`src/rtl/instr_fetch.sv`:
```
// instr_fetch: single-outstanding instruction fetch unit with PC redirect.
// Ports:
//   clk, rst_n                : clock, async active-low reset
//   imem_req/addr/ack/rdata   : instruction memory read handshake
//   stall                     : hold the issued instruction
//   jump, branch_taken,
//   jr_control, jr_target     : redirect controls sampled when leaving ISSUE
//   instr, opcode, instr_valid: issued instruction to decode
//   pc_out, pc_plus4          : current PC and its fall-through address
//   fetch_err                 : sticky memory timeout flag
module instr_fetch #(
   parameter logic [31:0] RESET_PC = 32'h0000_0000,
   parameter int          TIMEOUT  = 15
) (
   input  logic        clk,
   input  logic        rst_n,
   output logic        imem_req,
   output logic [31:0] imem_addr,
   input  logic        imem_ack,
   input  logic [31:0] imem_rdata,
   input  logic        stall,
   input  logic        jump,
   input  logic        branch_taken,
   input  logic        jr_control,
   input  logic [31:0] jr_target,
   output logic [31:0] instr,
   output logic [5:0]  opcode,
   output logic [31:0] pc_out,
   output logic [31:0] pc_plus4,
   output logic        instr_valid,
   output logic        fetch_err
);

   typedef enum logic [1:0] {
      RST_WAIT,
      REQ,
      ISSUE,
      ERR
   } state_t;

   // Last wait count that may still be rescued by an ack.
   localparam logic [7:0] CNT_LAST = 8'(TIMEOUT - 1);

   state_t      state;
   logic [7:0]  wait_cnt;
   logic [31:0] pc;
   logic [31:0] next_pc;
   logic [31:0] br_off;

   assign pc_out    = pc;
   assign imem_addr = pc;
   assign pc_plus4  = pc + 32'd4;
   assign opcode    = instr[31:26];
   assign br_off    = {{14{instr[15]}}, instr[15:0], 2'b00};

   always_comb begin
      next_pc = pc_plus4;
      if (jr_control)
         next_pc = jr_target;
      else if (jump)
         next_pc = {pc_plus4[31:28], instr[25:0], 2'b00};
      else if (branch_taken)
         next_pc = pc_plus4 + br_off;
   end

   always_ff @(posedge clk or negedge rst_n) begin
      if (!rst_n) begin
         state       <= RST_WAIT;
         pc          <= RESET_PC;
         instr       <= 32'h0;
         wait_cnt    <= 8'h0;
         imem_req    <= 1'b0;
         instr_valid <= 1'b0;
         fetch_err   <= 1'b0;
      end else begin
         unique case (state)
            RST_WAIT: begin
               state    <= REQ;
               imem_req <= 1'b1;
            end
            REQ: begin
               // An ack in the expiring cycle still wins.
               if (imem_ack) begin
                  instr       <= imem_rdata;
                  wait_cnt    <= 8'h0;
                  state       <= ISSUE;
                  imem_req    <= 1'b0;
                  instr_valid <= 1'b1;
               end else if (wait_cnt == CNT_LAST) begin
                  state     <= ERR;
                  imem_req  <= 1'b0;
                  fetch_err <= 1'b1;
               end else begin
                  wait_cnt <= wait_cnt + 8'd1;
               end
            end
            ISSUE: begin
               if (!stall) begin
                  pc          <= next_pc;
                  state       <= REQ;
                  imem_req    <= 1'b1;
                  instr_valid <= 1'b0;
               end
            end
            ERR: begin
               fetch_err <= 1'b1;
            end
         endcase
      end
   end

endmodule

```
`config.mk`:
```
export PLATFORM = sky130hd
export DESIGN_NAME = instr_fetch
export DESIGN_NICKNAME = d
export VERILOG_FILES = /design/src/rtl/instr_fetch.sv
export SDC_FILE = /design/constraint.sdc
export NUM_CORES = 1
export LEC_CHECK = 0
export CAP_MARGIN = 20
export CORE_MARGIN = 3
export CORE_UTILIZATION = 25
export CTS_BUF_LIST = sky130_fd_sc_hd__clkbuf_16
export DETAILED_ROUTE_END_ITERATION = 16
export SLEW_MARGIN = 15
export SYNTH_ARGS = -nofsm -noshare
export SYNTH_HDL_FRONTEND = slang
export SYNTH_SLANG_ARGS = --single-unit
```
`constraint.sdc`:
```
create_clock -name clk -period 3.4 [get_ports clk]
set_clock_uncertainty 0.15 [all_clocks]
set_input_delay 0.68 -clock clk [delete_from_list [all_inputs] [get_ports clk]]
set_output_delay 0.68 -clock clk [all_outputs]
set_load 0.02 [all_outputs]
```
# After elaboration in Yosys (flattened, before gate mapping)
# Cells that the tools add are included.
# totals
ff_bits	77
latch_bits	0
ram_bits	0
mem_bits_ro	0
input_bits	71
output_inout_bits	137
wordCells	50
memories	0
# classes
add_sub_neg	3
multipliers	0
n_div	0
n_lt_le_gt_ge	0
n_eq_ne	10
shift	0
muxes	19
bitwise_logic	1
n_reduce_logical	10
# op_table
operator	n
2-to-1 mux 32 bit	3
adder 32 x 3 -> 32 bit, second input constant	1
adder 32 bit	1
2-to-1 mux 8 bit	2
inequality test 2 bit, second input constant	5
AND reduction 3 bit	3
adder 8 x 1 -> 8 bit, second input constant	1
== test 8 x 4 -> 1 bit, second input constant	1
2-to-1 mux 1 bit	7
2-to-1 mux 2 bit	3
case mux 2 bit (3 select lines)	1
AND reduction 2 bit	3
== test 2 bit, second input constant	2
case mux 1 bit (2 select lines)	2
nonzero test 2 bit	2
inequality test 3 bit, second input constant	1
case mux 1 bit (3 select lines)	1
nonzero test 3 bit	1
== test 2 x 1 -> 1 bit, second input constant	1
logical NOT 2 bit	1
inverter 1 bit	1

# Longest topological paths before layout
# Gate-level depths: netlist of run 1.
# depth
depth_word	5
mapped_depth	15
ltp_nobuf	15

# Worst setup path before layout of run 1
# OpenSTA, ideal clock, no wires.
# synth_path
path_type	register to register
start	reg pc[2] (netlist: imem_addr[2])
end	reg pc[25] (netlist: imem_addr[25])
setup_time_ps	120
arrival_time_ps	3880
required_ps	3130
setup_slack_ps	-750
stages_incl_launch_ff	16
path_buffers	1
period_less_slack_ps	4150
cell_sequence	dfrtp_1 ha_1 nand4_1 nor2_1 and4_1 xor2_1 ha_1 buf_2 a21oi_1 o21ai_0 a21oi_1 o2111ai_2 a41oi_1 xor2_1 o2111ai_1 a31o_1
# synth_via
elab_chain_len	5
# synth_rtl
item	line	rtl
from (decl)	46	logic [31:0] pc;
from (signal assigned)	99	pc <= next_pc;
adder 32 x 3 -> 32 bit	52	assign pc_plus4 = pc + 32'd4;
named net pc_plus4[14]	29	output logic [31:0] pc_plus4,
adder 32 bit	63	next_pc = pc_plus4 + br_off;
2-to-1 mux 32 bit	62	else if (branch_taken)
2-to-1 mux 32 bit	60	else if (jump)
2-to-1 mux 32 bit	58	if (jr_control)
# The timed path passes the listed nets, and every way through them passes these cells.
# A chain may end at the register's enable or synchronous reset.

# Worst setup path after layout of run 1
# layout_path
start	reg pc[11] (netlist: imem_addr[11])
end	reg pc[31] (netlist: imem_addr[31])
# layout_via
elab_chain_len	5
# layout_rtl
item	line
adder 32 x 3 -> 32 bit *	52
adder 32 bit	63
2-to-1 mux 32 bit	62
2-to-1 mux 32 bit *	60
2-to-1 mux 32 bit *	58
# Mark *: on every way between the ends. The rest lies on a longest branch, timed or not.

==> out/results.ini, run 1 <==
[logic_synthesis]
ys_seq_area_share_pct = 30.2
ys_warn_count = 0
synth_area_per_cell_um2 = 7.92
ys.flop_type = dfrtp_1
syn_area_um2 = 6370
synth.largest_area_cell = dfrtp_1
ys_types = 82
syn_inst = 805
synthTopCellsByArea = dfrtp_1 (30%), nand2_1 (9.4%), ha_1 (7.5%), a21oi_1 (5.4%), buf_4 (4.7%)
synth_edf_count = 0
synthArstFlopShare_pct = 100
syn-num-nets = 915
ys_seq_elements = 77
yosysTopAreaCellShare_pct = 30.2

[timing]
rsz0062_at_grt = true
fin_crit_sh_pct = 107
setup_viol = 10
worst_slew_pin_slew_ns = 0.839
post-route-min-period_ns = 3.63
fmax_mhz = 275
final_hold_viol_count = 0
worst_slack_ns = -0.235
slew_viol_final = 0
relSlewSlack_pct = 44.0
fin_setup_tns_ns = -1.43

[detailed_routing]
num_vias = 7357
avgViaCountPerCell = 5.00
antenna_left = 0
dr.pass1.iters = 5
drc = 0
drt-initial-drc-count = 476
routed_wl_mm = 27.7
wl_per_cell_um = 18.8

[floorplanning]
initial_core_util_pct = 25.8
pin_count = 208
die_h_um = 166
row_count = 57
coreArea_um2 = 24700
die_w_um = 166
dieArea_um2 = 27400

[cells_and_area]
fin_util_pct = 44.5
fin_area_um2 = 11000
drive_gt1_share_pct = 31.6
final_nets = 1252
antennaDiodeCount = 0
synthToLayoutAreaGrowth_pct = 72.2

[critical_path]
r2r_slack_ns = -0.23
cp_data_required_time_ns = 3.50
cp-start-kind = flop
arrival_ns = 3.74
cp-end-kind = flop
cp_max_fo = 5
crit_type = flop to flop

[power_and_ir_drop]
ir_drop_uv = 557
fin_total_pwr_w = 0.0113
p_leak_nw = 5.00
cellPowerDensity_nw_per_um2 = 1030

[global_routing]
use_met3_pct = 3.81
grt_pass1_wl_mm = 43.0
grt_use_met2_pct = 32.0
antenna_found_initial = 1
grt-busiest-layer = met2
grtUsageMet1_pct = 26.8
grt_usage_pct = 19.6
overflow = 0
grt_max_degree = 59
first_global_vias = 7431

[flow_run]
maxCapViolations = 0

[clock_network]
cts_inserted_buffers = 9
clkLatencyLatePin_ns = 0.35
hold_buffers = 0
cts_tree = built
clk_pin_slew_worst_paths_ns = 0.06
cts.sinks = 77
cts_root_buf = clkbuf_16
htreeDepth = 3
clk_path_buf_depth = 2

[placement]
place_congestion = 0.955
placedInstanceArea_um2 = 9930
hpwlAfterDp_mm = 21.1
place_ws_ns = -0.290
io_buffers = 207

[status]
status = finished, violations left
failed_checks = negative setup slack

[hold_path]
hp-class = input pin to async pin

-- critical path: stages, from the launching register on --
cell and delay (ns):
dfrtp_2 0.36, and4_4 0.26, nand4_4 0.19, or2_4 0.35, nor2_2 0.09, nand2_2 0.09, xnor2_4 0.17, ha_4 0.27
nand2_2 0.05, or3_4 0.39, and3_4 0.20, a22oi_4 0.19, nand4_1 0.18, and4_1 0.20, o21a_1 0.18, o31ai_2 0.23
-- cell usage after synthesis (all sizes together) (3+ instances only) --
cell type,count
o311a,3
and4,8
mux2i,4
o211ai,9
inv,19
o31ai,8
a31oi,3
o21bai,5
or3,6
nand2b,9
a21boi,3
xor2,22
a211o,3
nor2,59
clkbuf,31
and3,16
nand2,161
a21oi,69
o211a,4
o21a,9
nand4,12
or2,4
nand3,25
a211oi,8
nor2b,3
buf,43
and2,7
xnor2,26
nor3,13
nor4,5
a221oi,4
a21o,12
o21ai,36
dfrtp,77
ha,38
o221ai,5
o22ai,4
-- final timing paths --
path,from,to,cells after the start
worst max-delay path,imem_addr[11],imem_addr[31],15
worst min-delay path,rst_n,instr[28],1
worst max register to register,imem_addr[11],imem_addr[31],15
worst min register to register,fetch_err,fetch_err,1
max in group asynchronous,rst_n,wait_cnt[0],2
min in group clk,fetch_err,fetch_err,1
-- placed cells by master, fill, tap and decap left out, types with 6 or more instances in the layout --
| master | Yosys | routed |
|---|---|---|
| nand3_1 | 24 | 21 |
| dfrtp_2 | 0 | 17 |
| o21a_1 | 9 | 9 |
| a21oi_1 | 69 | 51 |
| xor2_1 | 22 | 12 |
| clkbuf_16 | 0 | 9 |
| xnor2_1 | 26 | 13 |
| inv_1 | 18 | 20 |
| and3_1 | 15 | 14 |
| nor3_1 | 13 | 9 |
| o31ai_1 | 7 | 6 |
| ha_4 | 0 | 10 |
| nand2b_1 | 9 | 9 |
| buf_4 | 40 | 185 |
| o21ai_0 | 33 | 21 |
| nor2_1 | 59 | 51 |
| dfrtp_1 | 77 | 60 |
| xor2_2 | 0 | 7 |
| a21o_1 | 10 | 10 |
| o21ai_1 | 3 | 11 |
| o211ai_1 | 8 | 8 |
| nand4_1 | 10 | 10 |
| ha_1 | 38 | 27 |
| nand2_1 | 160 | 156 |
| buf_6 | 0 | 10 |
| a21oi_2 | 0 | 16 |
| clkdlybuf4s50_1 | 0 | 185 |
| xnor2_2 | 0 | 10 |
| dlygate4sd2_1 | 0 | 6 |
-- cell type report --
cell class / count / area, µm²
clock inverters: 7 / 42.5
clock buffers: 9 / 225
inverters: 20 / 75.1
fillers: 2498 / 13700
well taps: 324 / 405
repair buffers: 400 / 3540
flip-flops and latches: 77 / 1950
multi-input cells: 634 / 4740
-- where the power goes --
part	leakage [nW]	internal, W	switching, W
sequential	0.942	0.00131	0.000459
combinational	3.92	0.00427	0.00437
clock	0.138	0.000491	0.000425
total	5.00	0.00607	0.00525
-- timing repair --
| item | CTS | global route |
|---|---|---|
| gates resized for setup | 72 | 80 |
| setup endpoints to repair | 31 | 35 |
| buffers inserted | 14 | 23 |
| pin swaps | 38 | 68 |
-- metrics by stage --
stage | hold WS (ns) | cells
floorplan | 0.234 | 805
CTS | 0.310 | 1448
global route | 0.338 | 1471
global placement | 0.308 | 1418
finish | 0.262 | 1471
detailed placement | 0.304 | 1418
-- metal layers --
metal  wire length, µm  vias to the layer above  part of all wire [%]
met4               425                        2                   1.5
met1             12700                     3574                    46
met2             13000                      248                    47
met5                 7                        -                 0.025
li1                  -                     3497                     -
met3              1580                       36                   5.7
-- registers in the layout, indices dropped and copies added (netlist names) --
signal,count
state,2
wait_cnt,8
instr,32
imem_req,1
imem_addr,32
fetch_err,1
instr_valid,1
-- kinds of logic (layout without fill, tap and decap cells) --
logic type                 count (synthesis)  count (layout)  synth area share, %
AOI/OAI and AO/OA                        209             209                 22.0
xor gates and xnor gates                  48              48                 6.60
adders and majority gates                 39              39                 7.78
buffers and inverters                     94             436                 7.93
DFF                                       77              77                 30.2
muxes                                      5               5                0.805
and+or+nand+nor                          333             333                 24.7
Power figures use the tool's default switching activity.
==> run 2: changes to the inputs <==
--- a/config.mk
+++ b/config.mk
@@ -10,6 +10,7 @@
 export CORE_UTILIZATION = 25
 export CTS_BUF_LIST = sky130_fd_sc_hd__clkbuf_16
 export DETAILED_ROUTE_END_ITERATION = 16
+export PLACE_DENSITY = 0.56
 export SLEW_MARGIN = 15
 export SYNTH_ARGS = -nofsm -noshare
 export SYNTH_HDL_FRONTEND = slang
==> out/results.ini, run 2 (synthesis gave the netlist of run 1 again) <==
[floorplanning]
coreArea_um2 = 24700
dieArea_um2 = 27400
row_count = 57
initial_core_util_pct = 25.8
die_h_um = 166
pin_count = 208
die_w_um = 166

[placement]
place_ws_ns = -0.280
place_congestion = 0.928
hpwlAfterDp_mm = 21.1
placedInstanceArea_um2 = 9980
io_buffers = 207

[power_and_ir_drop]
p_leak_nw = 4.93
ir_drop_uv = 420
cellPowerDensity_nw_per_um2 = 1040

[critical_path]
cp_top_family = compound AO/OA/AOI/OAI gates
crit_type = flop to flop
crit_slowest_cell = dfrtp_2
cp-end-kind = flop
arrival_ns = 3.72
crit_chain = nand4_1 -> nor3_1 -> buf_4 -> buf_12 -> nand4_1 -> xnor2_2 -> buf_4 -> ha_4 -> and4_4 -> and2_4 -> a32oi_2 -> o21ai_4 -> o21a_1 -> o311a_4 -> o311ai_4 -> a21boi_2
cp-start-kind = flop
cp.buffers_inverters = 3
slowest_delay_ns = 0.37
cp_max_fo = 4
cp_data_required_time_ns = 3.53

[timing]
relSlewSlack_pct = 48.2
post-route-min-period_ns = 3.59
fin_crit_sh_pct = 106
worst_slew_pin_slew_ns = 0.777
final_hold_viol_count = 0
setup_viol = 8
rsz0062_at_grt = true
worst_slack_ns = -0.188
slew_viol_final = 0
fmax_mhz = 279

[cells_and_area]
final_cell_mix = clkdlybuf4s50_1 (190), buf_4 (175), nand2_1 (156)
final_nets = 1239
drive_gt1_share_pct = 31.8
fin_util_pct = 44.7
synthToLayoutAreaGrowth_pct = 73.1
final_common_cell = clkdlybuf4s50_1
fin_area_um2 = 11000
antennaDiodeCount = 0

[clock_network]
htreeDepth = 3
cts_inserted_buffers = 9
cts_root_buf = clkbuf_16
hold_buffers = 0
clk_path_buf_depth = 2
clk_pin_slew_worst_paths_ns = 0.07
cts_tree = built
cts.sinks = 77
clkLatencyLatePin_ns = 0.36

[status]
failed_checks = negative setup slack
status = finished, violations left

[global_routing]
first_global_vias = 7291
antenna_found_initial = 2
overflow = 0
grt_pass1_wl_mm = 42.3
grt_max_degree = 78
grt_usage_pct = 19.2

[detailed_routing]
antenna_left = 0
dr.pass1.iters = 7
drt-initial-drc-count = 567
drc = 0
routed_wl_mm = 27.7
avgViaCountPerCell = 5.00
wl_per_cell_um = 19.0
num_vias = 7284

[hold_path]
hp-class = input pin to async pin

[flow_run]
maxCapViolations = 0

==> run 2: cell types whose count changed in the layout (fill, tap and decap cells not counted), sizes merged <==
cell	change
clkbuf	-2
clkdlybuf4s15	-2
bufinv	+1
clkinv	-2
dlymetal6s2s	-1
buf	-14
dlygate4sd2	+1
clkdlybuf4s50	+5
inv	+1
==> run 2: path summary, 6_finish.rpt <==
check | cells past startpoint | from | to | slack, ns
worst max-delay path | 16 | imem_addr[10] | imem_addr[18] | -0.19
worst min-delay path | 1 | rst_n | instr[1] | 0.22
worst max register to register | 16 | imem_addr[10] | imem_addr[18] | -0.19
worst min register to register | 1 | fetch_err | fetch_err | 0.32
max in group asynchronous | 1 | rst_n | imem_addr[20] | 2.31
min in group clk | 1 | fetch_err | fetch_err | 0.32
==> run 2: report_power, final <==
part           internal (W)  total [W]  switching, W
sequential          0.00131    0.00178      0.000472
combinational       0.00425    0.00860       0.00435
clock              0.000582    0.00106      0.000477
total               0.00614     0.0114       0.00530
==> run 2: timing repair <==
action,4_1_cts,5_1_grt
pin swaps,23,69
gates resized for setup,50,85
buffers inserted,9,12
setup endpoints to repair,25,30
==> run 2: worst reg2reg max path, stage by stage, from the launching register on <==
cell and delay (ns):
dfrtp_2 0.37, nand4_1 0.15, nor3_1 0.16, buf_4 0.17, buf_12 0.10, nand4_1 0.16, xnor2_2 0.28, buf_4 0.17
ha_4 0.21, and4_4 0.17, and2_4 0.16, a32oi_2 0.24, o21ai_4 0.10, o21a_1 0.19, o311a_4 0.34, o311ai_4 0.21
a21boi_2 0.18
==> run 2: per-stage QoR <==
stage	total power, W	hold slack, ns	TNS [ns]	instances
finish	0.0114	0.223	-0.966	1458
global route	0.0122	0.288	-2.55	1458
CTS	0.0108	0.326	-0.691	1446
detailed placement	0.00951	0.303	-1.90	1421
global placement	0.00946	0.296	-1.47	1421
floorplan	0.00599	0.234	-2.94	805
==> run 2: area by class of cell <==
type	instances	area (µm²)
fill	2514	13600
multi-input combinational	634	4840
timing repair buffer	387	3450
sequential	77	1950
tap	324	405
clock buffer	9	225
clock inverter	7	80.1
inverter	20	75.1
==> run 2: per-layer routing <==
layer | vias to the layer above | share of wire [%] | track usage, %
met5 | - | 0.12 | 0
met4 | 4 | 1.7 | 3.65
met3 | 36 | 5.7 | 4.29
met2 | 214 | 46 | 31.1
met1 | 3547 | 46 | 26.6
li1 | 3483 | - | -
==> run 3: changes to the inputs <==
--- a/config.mk
+++ b/config.mk
@@ -5,12 +5,13 @@
 export SDC_FILE = /design/constraint.sdc
 export NUM_CORES = 1
 export LEC_CHECK = 0
+export ABC_AREA = 1
 export CAP_MARGIN = 20
 export CORE_MARGIN = 3
 export CORE_UTILIZATION = 25
 export CTS_BUF_LIST = sky130_fd_sc_hd__clkbuf_16
 export DETAILED_ROUTE_END_ITERATION = 16
-export PLACE_DENSITY = 0.56
+export PLACE_DENSITY = 0.55
 export SLEW_MARGIN = 15
 export SYNTH_ARGS = -nofsm -noshare
 export SYNTH_HDL_FRONTEND = slang
==> out/results.ini, run 3 <==
[cells_and_area]
drive_gt1_share_pct = 11.8
synthToLayoutAreaGrowth_pct = 45.8
final_cell_mix = nand2_1 (420), clkdlybuf4s50_1 (204), inv_1 (144)
fin_area_um2 = 10200
fin_util_pct = 37.6
final_nets = 1481
antennaDiodeCount = 0
final_common_cell = nand2_1

[detailed_routing]
num_vias = 8176
wl_per_cell_um = 17.6
drt-initial-drc-count = 741
dr.pass1.iters = 5
routed_wl_mm = 30.7
avgViaCountPerCell = 4.68
antenna_left = 0
drc = 0

[logic_synthesis]
synthTopCellsByArea = dfrtp_1 (27%), nand2_1 (23%), inv_1 (7.7%), ha_1 (6.8%), nor2_1 (6.2%)
syn_area_um2 = 7030
synth_area_per_cell_um2 = 6.13
syn_inst = 1147
synth.largest_area_cell = dfrtp_1
syn-num-nets = 1257
yosysTopAreaCellShare_pct = 27.4
ys_warn_count = 0
ys_types = 38
synth_common_cells = nand2_1 (423), inv_1 (144), nor2_1 (116), dfrtp_1 (77), nand3_1 (71)
ys_seq_elements = 77
synth_edf_count = 0
ys_seq_area_share_pct = 27.4
ys.flop_type = dfrtp_1
synthArstFlopShare_pct = 100
yosysMostFrequentCell = nand2_1

[clock_network]
cts_tree = built
hold_buffers = 0
clk_pin_slew_worst_paths_ns = 0.07
clkLatencyLatePin_ns = 0.35
cts_root_buf = clkbuf_16
cts.sinks = 77
clk_path_buf_depth = 2
cts_inserted_buffers = 9
htreeDepth = 3

[power_and_ir_drop]
seq_power_share_pct = 17.4
clock_power_share_pct = 9.9
p_leak_nw = 5.07
power.switching_w = 0.00567
combPwrFrac_pct = 72.7
fin_total_pwr_w = 0.0107
cellPowerDensity_nw_per_um2 = 1050
swShare_pct = 52.8
p_int_w = 0.00506
ir_drop_uv = 461

[critical_path]
cp_top_family = buffers and inverters
cp_max_fo = 3
arrival_ns = 2.49
crit_top_cell = nand2_1
crit_chain = ha_1 -> nand3_1 -> buf_4 -> nor2_2 -> buf_4 -> nand2_1 -> nand2_1 -> nand2_1 -> inv_1 -> clkdlybuf4s50_1
cp.buffers_inverters = 4
cp_data_required_time_ns = 2.57
cp-start-kind = flop
cp-end-kind = output pin
crit_slowest_cell = clkdlybuf4s50_1
slowest_delay_ns = 0.63
crit_type = flop to output pin

[floorplanning]
dieArea_um2 = 30200
initial_core_util_pct = 25.8
pin_count = 208
coreArea_um2 = 27300
die_h_um = 174
die_w_um = 174
row_count = 60

[global_routing]
grt_pass1_wl_mm = 46.4
antenna_found_initial = 1
grt_usage_pct = 19.9
grt_max_degree = 43
first_global_vias = 7887
overflow = 0

[timing]
final_hold_viol_count = 0
rsz0062_at_grt = true
fmax_mhz = 301
fin_setup_tns_ns = 0
setup_viol = 0
fin_crit_sh_pct = 97.6
worst_slew_pin_slew_ns = 0.580
post-route-min-period_ns = 3.32
slew_viol_final = 0
relSlewSlack_pct = 61.3

[hold_path]
hp-class = input pin to async pin

[status]
status = finished, final reports clean

[placement]
place_congestion = 0.959
hpwlAfterDp_mm = 25.3
io_buffers = 207
placedInstanceArea_um2 = 9650

[flow_run]
maxCapViolations = 0

## run 3: worst reg2reg max path: stages (launching register included)
cell,delay [ns]
dfrtp_1,0.36
ha_1,0.18
nand3_1,0.16
buf_4,0.18
nor2_2,0.19
xor2_1,0.20
inv_1,0.10
ha_1,0.34
nand2_1,0.20
inv_1,0.06
nand2_1,0.07
nand2_1,0.09
a21oi_2,0.12
nand2_2,0.12
nand2_1,0.11
nand3b_1,0.09
nand3_1,0.13
nand3_1,0.11
nand2_1,0.11
nand2_1,0.05
## run 3: through the flow
stage | setup slack (ns) | hold WS (ns) | std cells
after floorplan | 0.187 | 0.234 | 1147
after global placement | -0.202 | 0.303 | 1726
after detailed placement | -0.166 | 0.302 | 1726
after CTS | 0.00117 | 0.176 | 1743
after global routing | -0.0181 | 0.202 | 1748
final | 0.0803 | 0.159 | 1748
## run 3: what timing repair did
action | 4_1_cts | 5_1_grt
setup buffers | 1 | 5
resized for setup | 4 | 64
gates cloned | 0 | 0
endpoints found under the setup margin | 13 | 38
pin swaps | 1 | 0
## run 3: worst paths after layout
| kind | end | slack [ns] | from | cells past startpoint |
|---|---|---|---|---|
| worst min-delay path | instr[3] | 0.16 | rst_n | 1 |
| worst min register to register | wait_cnt[6] | 0.32 | wait_cnt[6] | 1 |
| max in group asynchronous | imem_addr[25] | 2.18 | rst_n | 2 |
| worst max register to register | imem_addr[23] | 0.18 | imem_addr[3] | 19 |
| min in group clk | wait_cnt[6] | 0.32 | wait_cnt[6] | 1 |
| worst max-delay path | pc_plus4[30] | 0.08 | imem_addr[3] | 10 |
## run 3: layer usage
metal	vias to the layer above	GRT usage [%]	share of wire [%]
li1	4036	-	-
met1	3749	27.2	44
met2	357	31.5	44
met3	34	5.10	9.4
met4	0	4.66	2.1
met5	-	0	0
## run 3: power by group through the flow
stage	Clock [W]	Sequential (W)	Combinational, W
floorplan	0	0.00222	0.00397
global placement	0	0.00187	0.00750
detailed placement	0	0.00187	0.00748
CTS	0.00108	0.00186	0.00753
global route	0.00111	0.00193	0.00852
finish	0.00107	0.00187	0.00780
## run 3: kinds of logic (layout without fill, tap and decap cells)
group,count (synthesis),count (layout),synth area share (%)
buffers and inverters,211,440,13.4
xor gates and xnor gates,20,20,2.49
DFF,77,77,27.4
and+or+nand+nor,658,658,38.3
adders and majority gates,39,39,7.05
AOI/OAI and AO/OA,142,142,11.3
## run 3: layout make-up
type,instances,area [µm²]
Timing Repair Buffer,277,2600
Clock inverter,7,87.6
Inverter,147,552
Fill cell,2902,17000
Tap cell,372,465
Sequential cell,77,1940
Multi-Input combinational cell,859,4370
Clock buffer,9,225
